**config.mk**
```make
export PLATFORM = sky130hd
export DESIGN_NAME = mem_access
export DESIGN_NICKNAME = d
export VERILOG_FILES = /design/src/rtl/mem_access.sv
export SDC_FILE = /design/constraint.sdc
export NUM_CORES = 1
export LEC_CHECK = 0
export BUFFER_PORTS_ARGS = -buffer_cell sky130_fd_sc_hd__buf_2
export CORE_ASPECT_RATIO = 0.8
export CORE_UTILIZATION = 54
export DETAILED_ROUTE_END_ITERATION = 8
export GPL_ROUTABILITY_DRIVEN = 1
export PLACE_DENSITY = 0.94
export RECOVER_POWER = 50
export SETUP_SLACK_MARGIN = 0.05
export SLEW_MARGIN = 20
export SYNTH_ARGS = -nofsm -noshare
export SYNTH_HDL_FRONTEND = slang
export SYNTH_SLANG_ARGS = --single-unit
```
**constraint.sdc**
```tcl
create_clock -name clk -period 4.3 [get_ports clk]
set_clock_uncertainty 0.2 [all_clocks]
set_input_delay 0.215 -clock clk [delete_from_list [all_inputs] [get_ports clk]]
set_output_delay 0.215 -clock clk [all_outputs]
set_load 0.005 [all_outputs]
```
**src/rtl/mem_access.sv**
```systemverilog
// MEM pipeline stage: drives a ready/ack data memory for loads and stores
// and registers the MEM/WB result bundle.
module mem_access #(
    parameter int ACK_TIMEOUT = 16
) (
    input  logic        clk,
    input  logic        rst,
    input  logic        ex_valid,
    output logic        ex_ready,
    input  logic [5:0]  ex_opcode,
    input  logic [31:0] ex_addr,
    input  logic [31:0] ex_store_data,
    input  logic [3:0]  ex_we,
    input  logic [4:0]  ex_rd,
    input  logic        ex_reg_write,
    output logic        dmem_req,
    output logic [31:0] dmem_addr,
    output logic [3:0]  dmem_we,
    output logic [31:0] dmem_wdata,
    input  logic        dmem_ack,
    input  logic [31:0] dmem_rdata,
    output logic        mem_wb_valid,
    output logic [31:0] mem_wb_data,
    output logic [4:0]  mem_wb_rd,
    output logic        mem_wb_reg_write,
    output logic [1:0]  mem_exc
);

    localparam logic [0:0] S_IDLE   = 1'b0;
    localparam logic [0:0] S_ACCESS = 1'b1;

    localparam logic [5:0] OP_LB  = 6'd10;
    localparam logic [5:0] OP_LBU = 6'd11;
    localparam logic [5:0] OP_LH  = 6'd12;
    localparam logic [5:0] OP_LHU = 6'd13;
    localparam logic [5:0] OP_LW  = 6'd14;
    localparam logic [5:0] OP_SB  = 6'd15;
    localparam logic [5:0] OP_SH  = 6'd16;
    localparam logic [5:0] OP_SW  = 6'd17;

    localparam int CW = $clog2(ACK_TIMEOUT + 1);
    localparam logic [CW-1:0] CNT_LAST = CW'(ACK_TIMEOUT - 1);

    logic [0:0]    state_q, state_d;
    logic [CW-1:0] cnt_q, cnt_d;
    logic          req_q, req_d;
    logic [31:0]   addr_q, addr_d;
    logic [3:0]    we_q, we_d;
    logic [31:0]   wdata_q, wdata_d;
    logic [5:0]    op_q, op_d;
    logic [1:0]    lane_q, lane_d;
    logic [4:0]    rd_q, rd_d;
    logic          rw_q, rw_d;
    logic          wbv_q, wbv_d;
    logic [31:0]   wbdata_q, wbdata_d;
    logic [4:0]    wbrd_q, wbrd_d;
    logic          wbrw_q, wbrw_d;
    logic [1:0]    exc_q, exc_d;

    logic        is_load, is_store, is_half, is_word, misal;
    logic [31:0] st_data;
    logic [7:0]  ld_byte;
    logic [15:0] ld_half;
    logic [31:0] ld_val;

    assign is_load  = ex_opcode inside {OP_LB, OP_LBU, OP_LH, OP_LHU, OP_LW};
    assign is_store = ex_opcode inside {OP_SB, OP_SH, OP_SW};
    assign is_half  = ex_opcode inside {OP_LH, OP_LHU, OP_SH};
    assign is_word  = ex_opcode inside {OP_LW, OP_SW};
    assign misal    = (is_half && ex_addr[0]) || (is_word && ex_addr[1:0] != 2'b00);

    always_comb begin
        st_data = ex_store_data;
        if (ex_opcode == OP_SB) st_data = {4{ex_store_data[7:0]}};
        if (ex_opcode == OP_SH) st_data = {2{ex_store_data[15:0]}};
    end

    // Lane extraction uses the byte offset captured at acceptance
    always_comb begin
        ld_byte = 8'(dmem_rdata >> {lane_q, 3'b000});
        ld_half = lane_q[1] ? dmem_rdata[31:16] : dmem_rdata[15:0];
        case (op_q)
            OP_LB:   ld_val = {{24{ld_byte[7]}}, ld_byte};
            OP_LBU:  ld_val = {24'd0, ld_byte};
            OP_LH:   ld_val = {{16{ld_half[15]}}, ld_half};
            OP_LHU:  ld_val = {16'd0, ld_half};
            default: ld_val = dmem_rdata;
        endcase
    end

    always_comb begin
        state_d  = state_q;
        cnt_d    = cnt_q;
        req_d    = req_q;
        addr_d   = addr_q;
        we_d     = we_q;
        wdata_d  = wdata_q;
        op_d     = op_q;
        lane_d   = lane_q;
        rd_d     = rd_q;
        rw_d     = rw_q;
        wbv_d    = 1'b0;
        wbdata_d = wbdata_q;
        wbrd_d   = wbrd_q;
        wbrw_d   = wbrw_q;
        exc_d    = exc_q;
        case (state_q)
            S_IDLE: begin
                if (ex_valid) begin
                    if (!(is_load || is_store)) begin
                        wbv_d    = 1'b1;
                        wbdata_d = ex_store_data;
                        wbrd_d   = ex_rd;
                        wbrw_d   = ex_reg_write;
                        exc_d    = 2'b00;
                    end else if (misal) begin
                        wbv_d    = 1'b1;
                        wbdata_d = ex_addr;
                        wbrd_d   = ex_rd;
                        wbrw_d   = 1'b0;
                        exc_d    = 2'b01;
                    end else begin
                        state_d = S_ACCESS;
                        cnt_d   = '0;
                        req_d   = 1'b1;
                        addr_d  = {ex_addr[31:2], 2'b00};
                        we_d    = is_load ? 4'b0000 : ex_we;
                        wdata_d = st_data;
                        op_d    = ex_opcode;
                        lane_d  = ex_addr[1:0];
                        rd_d    = ex_rd;
                        rw_d    = is_load && ex_reg_write;
                    end
                end
            end
            default: begin
                if (dmem_ack) begin
                    state_d  = S_IDLE;
                    req_d    = 1'b0;
                    cnt_d    = '0;
                    wbv_d    = 1'b1;
                    wbdata_d = ld_val;
                    wbrd_d   = rd_q;
                    wbrw_d   = rw_q;
                    exc_d    = 2'b00;
                end else if (cnt_q == CNT_LAST) begin
                    state_d  = S_IDLE;
                    req_d    = 1'b0;
                    cnt_d    = '0;
                    wbv_d    = 1'b1;
                    wbrd_d   = rd_q;
                    wbrw_d   = 1'b0;
                    exc_d    = 2'b10;
                end else begin
                    cnt_d = cnt_q + CW'(1);
                end
            end
        endcase
    end

    always_ff @(posedge clk) begin
        if (rst) begin
            state_q  <= S_IDLE;
            cnt_q    <= '0;
            req_q    <= 1'b0;
            addr_q   <= '0;
            we_q     <= '0;
            wdata_q  <= '0;
            op_q     <= '0;
            lane_q   <= '0;
            rd_q     <= '0;
            rw_q     <= 1'b0;
            wbv_q    <= 1'b0;
            wbdata_q <= '0;
            wbrd_q   <= '0;
            wbrw_q   <= 1'b0;
            exc_q    <= '0;
        end else begin
            state_q  <= state_d;
            cnt_q    <= cnt_d;
            req_q    <= req_d;
            addr_q   <= addr_d;
            we_q     <= we_d;
            wdata_q  <= wdata_d;
            op_q     <= op_d;
            lane_q   <= lane_d;
            rd_q     <= rd_d;
            rw_q     <= rw_d;
            wbv_q    <= wbv_d;
            wbdata_q <= wbdata_d;
            wbrd_q   <= wbrd_d;
            wbrw_q   <= wbrw_d;
            exc_q    <= exc_d;
        end
    end

    assign ex_ready         = (state_q == S_IDLE);
    assign dmem_req         = req_q;
    assign dmem_addr        = addr_q;
    assign dmem_we          = we_q;
    assign dmem_wdata       = wdata_q;
    assign mem_wb_valid     = wbv_q;
    assign mem_wb_data      = wbdata_q;
    assign mem_wb_rd        = wbrd_q;
    assign mem_wb_reg_write = wbrw_q;
    assign mem_exc          = exc_q;

endmodule

```
Yosys cells after proc, flatten, opt, wreduce, memory -nomap -nowiden

Cells that the tools add are included.

$add $sub $neg: 1
Equality and inequality tests: 17
Mux-type cells: 51
Reductions and logical operators: 17
Shift-type cells: 1
Bitwise logic cells: 2

Operators by type and width:

| cell                | number |
|---|---|
| $mux 32             | 7 |
| $pmux 32 s4         | 1 |
| $eq 6x4->1 const B  | 10 |
| $mux 5              | 12 |
| $shr 32x5->8        | 1 |
| $mux 1              | 23 |
| $mux 16             | 1 |
| $eq 6x5->1 const B  | 2 |
| $mux 2              | 6 |
| $reduce_and 3->1    | 3 |
| $reduce_and 4->1    | 2 |
| $reduce_bool 2->1   | 4 |
| $reduce_bool 3->1   | 2 |
| $add 5x1->5 const B | 1 |
| $eq 5x4->1 const B  | 1 |
| $reduce_bool 5->1   | 1 |
| $mux 4              | 1 |
| $ne 2x2->1 const B  | 2 |
| $logic_and 1x1->1   | 3 |
| $ne 3x2->1 const B  | 1 |
| $ne 3x3->1 const B  | 1 |
| $logic_or 1x1->1    | 2 |
| $not 1->1           | 2 |

Input bits: 116
Register bits after elaboration: 128

Logic depth before layout (Yosys ltp)

Word-level depth: 8
Gate-level depth with buffers: 10

Worst setup path after synthesis

OpenSTA, ideal clock, no wires.

Path type: register to register
Start point: register op_q[1]
End point: register wbdata_q[28] (netlist: mem_wb_data[28])
Path slack: 2192 ps
Required time: 4022 ps
Library setup time: 78 ps
Data arrival time: 1829 ps
Stages on the path, launching flop included: 11
Path through: dfxtp_1 > clkbuf_1 > nand2b_1 > clkbuf_1 > a21oi_1 > and3_1 > buf_2 > clkbuf_1 > a211oi_1 > o31a_1 > nor3_1

Word-level cells in the longest chain between the ends: 4

RTL lines:

| element                | RTL line | source |
|---|---|---|
| from (decl)            | 50       | `logic [5:0] op_q, op_d;` |
| from (signal assigned) | 185      | `op_q <= op_d;` |
| $eq 6x4->1             | 82       | `case (op_q)` |
| $pmux 32 s4 (*)        | 82       |  |
| $mux 32 (*)            | 137      | `if (dmem_ack) begin` |
| $mux 32 (*)            | 107      | `case (state_q)` |
| to (signal assigned)   | 190      | `wbdata_q <= wbdata_d;` |
| to (decl)              | 55       | `logic [31:0] wbdata_q, wbdata_d;` |

Mark *: on every way between the ends. The rest lies on a longest branch, timed or not. The select of a mux whose other input is x is not followed.
A chain may end at the register's enable or synchronous reset.

Worst setup path in the final report

Start point: input port ex_opcode[2]
End point: register wdata_q[17] (netlist: dmem_wdata[17])

Word-level cells in the longest chain between the ends: 6

RTL lines:

| element                                                       | RTL line | source |
|---|---|---|
| from (decl)                                                   | 10       | `input logic [5:0] ex_opcode,` |
| $eq 6x4->1, or another cell as far along                      | 66, 68   |  |
| $reduce_bool 3->1 / $reduce_bool 2->1 (equally long branches) | 68, 69   |  |
| $logic_and 1x1->1                                             | 70       | `assign misal = (is_half && ex_addr[0]) \|\| (is_word && ex_addr[1:0] != 2'b00);` |
| $logic_or 1x1->1                                              | 70       |  |
| $not 1->1 (no source line)                                    | -        |  |
| $reduce_and 4->1 (no source line)                             | -        |  |
| to (signal assigned)                                          | 184      | `wdata_q <= wdata_d;` |
| to (decl)                                                     | 49       | `logic [31:0] wdata_q, wdata_d;` |

Parallel ways exist; a longest one is shown, timed or not.

==> flow_summary_export.csv <==
group,metric,value,unit
run_status,outcome,"complete, no violations",
yosys,syn_area,0.00645,mm²
min_path,holdPathStages,2,
yosys,synth-edff-count,0,
routing,dr.pass1.iters,6,
place,pre_cts_ws,1.03,ns
yosys,synth-seq-cells,128,
global_route,antenna_found_initial,0,
worst_setup_path,cp_data_required_time,4.47,ns
min_path,min_path_type,"input port to flop",
sta,hold_viol,0,
clocking,cts.htree.levels,4,
floorplanning,io-pin-count,227,
routing,first_iter_violations,994,
worst_setup_path,worstSetupEndpointType,"flop",
routing,wl_per_cell,21.2,µm
routing,route.detailed.drc,0,
clocking,clk_pin_slew,0.06,ns
cells_and_area,ff_latch_area,0.00256,mm²
yosys,synth_top_area_frac,0.397,
floorplanning,die_w,124,µm
sta,finalSetupTns,0,ns
pwr,power.density,370,mW/mm²
worst_setup_path,startpoint_type,"input port",
clocking,clockRootBuffer,"clkbuf_16",
sta,slew_headroom,0.154,
cells_and_area,instances_no_fill,1234,
yosys,avgSynthCellArea,8.11,µm²
sta,fmax,258,MHz
worst_setup_path,crit_type,"input port to flop",
routing,wl,26.2,mm
worst_setup_path,cp_data_arrival_time,4.04,ns
pwr,switching_share,0.267,
floorplanning,dieArea,0.0124,mm²
sta,slew_viol_final,0,
pwr,peakVddDrop,0.288,mV
cells_and_area,syn_to_final_growth,39.4,%
clocking,clkLatencyLatePin,0.42,ns
clocking,cts_buffers,17,
worst_setup_path,cp_max_fo,42,
pwr,p_switching,0.887,mW
sta,rsz0062_at_grt,"no",
global_route,grt_max_degree,85,
floorplanning,coreArea,0.0116,mm²
place,portBuffers,224,
yosys,ys_types,62,
sta,setup_viol,0,
cells_and_area,num_antenna_cells,0,
pwr,p_leak,3.51,nW
pwr,p_seq_frac,0.386,
floorplanning,num_rows,35,
yosys,ys_async_sr_fraction,0,
pwr,pwr-share-clk,0.470,
floorplanning,initial_utilization,0.558,
clocking,cts_num_sinks,128,
place,hpwl,15.7,mm
global_route,grt_use_total,0.411,
pwr,p_comb_frac,0.144,
routing,ant_nets,0,
clocking,cts_tree,"yes",
yosys,yosys-top-cells-area,"dfxtp_1 (40%), nand2_1 (9.0%), a21oi_1 (5.6%)",
cells_and_area,multiInputGateArea,0.00354,mm²
yosys,synth_area_leader_cell,"dfxtp_1",
yosys,yosysSeqAreaShare,0.397,
clocking,clock_path_buffers,2,
yosys,ys.warnings.count,0,
global_route,overflow,0,
cells_and_area,fillers,823,
pwr,internal_power,2.44,mW
routing,vias,7802,
yosys,synth_cells,795,
place,post-place-cells,1107,
run,drv_cap,0,
floorplanning,die_y,99.7,µm
sta,worst_pin_slew,1.26,ns
worst_setup_path,reg2reg_depth,6,
sta,post-route-min-period,3.87,ns
global_route,grt_pass1_wl,38.3,mm
clocking,cts_resized,0,
cells_and_area,final_util,0.778,
global_route,grt_pass1_vias,7244,
place,gp_congestion,0.932,
sta,layout_setup_ws,0.430,ns
cells_and_area,final_layout_size_suffix_gt1_frac,0.226,
sta,period_share,0.900,
routing,via_per_inst,6.32,
cells_and_area,layout.nets,1191,
yosys,synth_ff_type,"dfxtp_1",
-- layout by cell type, fill, tap and decap left out, types with 3 or more instances in the layout --
cell type and instances:
nand2_1 154, buf_2 150, dfxtp_1 127, dlygate4sd3_1 95, a21oi_1 72, clkbuf_1 72, nor2_1 56, nor3_1 50
o21ai_0 34, mux2i_1 29, a211oi_1 23, o22ai_1 18, clkbuf_16 17, o31a_1 16, a22oi_1 15, mux2_2 14
a311oi_2 12, buf_4 11, nand3_1 10, a211oi_2 8, nor2b_1 6, o21a_1 6, inv_1 5, and3_1 5
a311oi_1 5, o221a_2 4, bufinv_16 4, clkinvlp_4 4, nor4b_1 3, and2_1 3, a221oi_1 3, o32ai_1 3
a31oi_1 3
-- metal layers --
layer / GRT usage / share of wire / up-vias
li1: - / - / 3427
met1: 0.490 / 0.38 / 3623
met2: 0.671 / 0.46 / 618
met3: 0.113 / 0.12 / 134
met4: 0.213 / 0.051 / 0
met5: 0 / 0 / -
-- worst max-delay path, cell delays in order --
cell	delay, ns
dlygate4sd3_1	0.54
clkbuf_1	0.23
nor4b_1	0.49
a21oi_1	0.18
nor2_2	0.11
buf_4	0.36
and3_4	0.64
buf_4	0.36
nor2_1	0.06
a311oi_1	0.23
dlygate4sd3_1	0.58
-- cells in the mapped netlist, types with 3 or more instances --
master      n
o221a_2     4
o21ai_0    34
buf_4       6
a21oi_1    72
o22ai_1    18
a311oi_2   12
a211oi_1   23
and3_1      6
a311oi_1    5
a22oi_1    15
nor2_1     58
dfxtp_1   128
clkbuf_1   40
nor4b_1     3
buf_2      19
mux2i_1    29
a221oi_1    3
a211oi_2    8
o32ai_1     3
mux2_2     14
o31a_1     16
and2_1      3
nor2b_1     6
nand2_1   154
buf_6       4
nand3_1    10
nor3_1     50
o21a_1      6
inv_1       5
-- flip-flops by register name, indices dropped and copies added (netlist names), 2 cells and up --
register,flops
dmem_wdata,32
mem_exc,2
mem_wb_rd,5
cnt_q,5
rd_q,5
dmem_addr,30
dmem_we,4
mem_wb_data,32
lane_q,2
op_q,6
-- power groups by stage --
| stage | sequential [mW] | clock [mW] | combinational (mW) |
|---|---|---|---|
| 2_1_floorplan | 1.30 | 0 | 0.217 |
| 3_3_place_gp | 1.30 | 0 | 0.390 |
| 3_5_place_dp | 1.30 | 0 | 0.399 |
| 4_1_cts | 1.28 | 1.55 | 0.460 |
| 5_1_grt | 1.29 | 1.62 | 0.507 |
| 6_report | 1.28 | 1.56 | 0.479 |
-- cell families after synthesis --
logic type,count (synthesis),synth area share
xor gates and xnor gates,1,0.00136
AOI/OAI and AO/OA,236,0.261
other,1,0.000582
muxes,43,0.0695
buffers and inverters,77,0.0567
and+or+nand+nor,308,0.212
adders and majority gates,1,0.00194
DFF,128,0.397
-- what timing repair did --
| item | CTS | global route |
|---|---|---|
| buffers inserted | 0 | 0 |
| hold endpoints to repair | 79 | 0 |
| hold buffers | 95 | 0 |
| setup endpoints to repair | 0 | 2 |
-- final cells by class --
class,instances,area share
Inverter,6,0.00250
Clock buffer,18,0.0488
Timing Repair Buffer,329,0.229
Sequential cell,128,0.285
Tap cell,148,0.0206
Clock inverter,13,0.0207
Multi-Input combinational cell,592,0.393
-- metrics by stage --
| stage | instance area (µm²) | power, mW | hold slack, ns |
|---|---|---|---|
| 2_1_floorplan | 6450 | 1.52 | 0.151 |
| 3_3_place_gp | 7510 | 1.69 | 0.235 |
| 3_5_place_dp | 7510 | 1.70 | 0.240 |
| 4_1_cts | 9090 | 3.29 | 0.00845 |
| 5_1_grt | 8990 | 3.41 | 0.00508 |
| 6_report | 8990 | 3.32 | 0.00979 |
-- worst paths after layout --
check                           endpoint  slack, ns                        from
max          dmem_wdata[17]$_SDFFE_PP0P_       0.43                ex_opcode[2]
min                 op_q[2]$_SDFFE_PP0P_       0.01                         rst
min reg2reg   dmem_addr[17]$_SDFFE_PP0P_       0.25  dmem_addr[17]$_SDFFE_PP0P_
max reg2reg   dmem_wdata[0]$_SDFFE_PP0P_       1.10          state_q$_SDFF_PP0_
(Power assumes the default switching activity.)
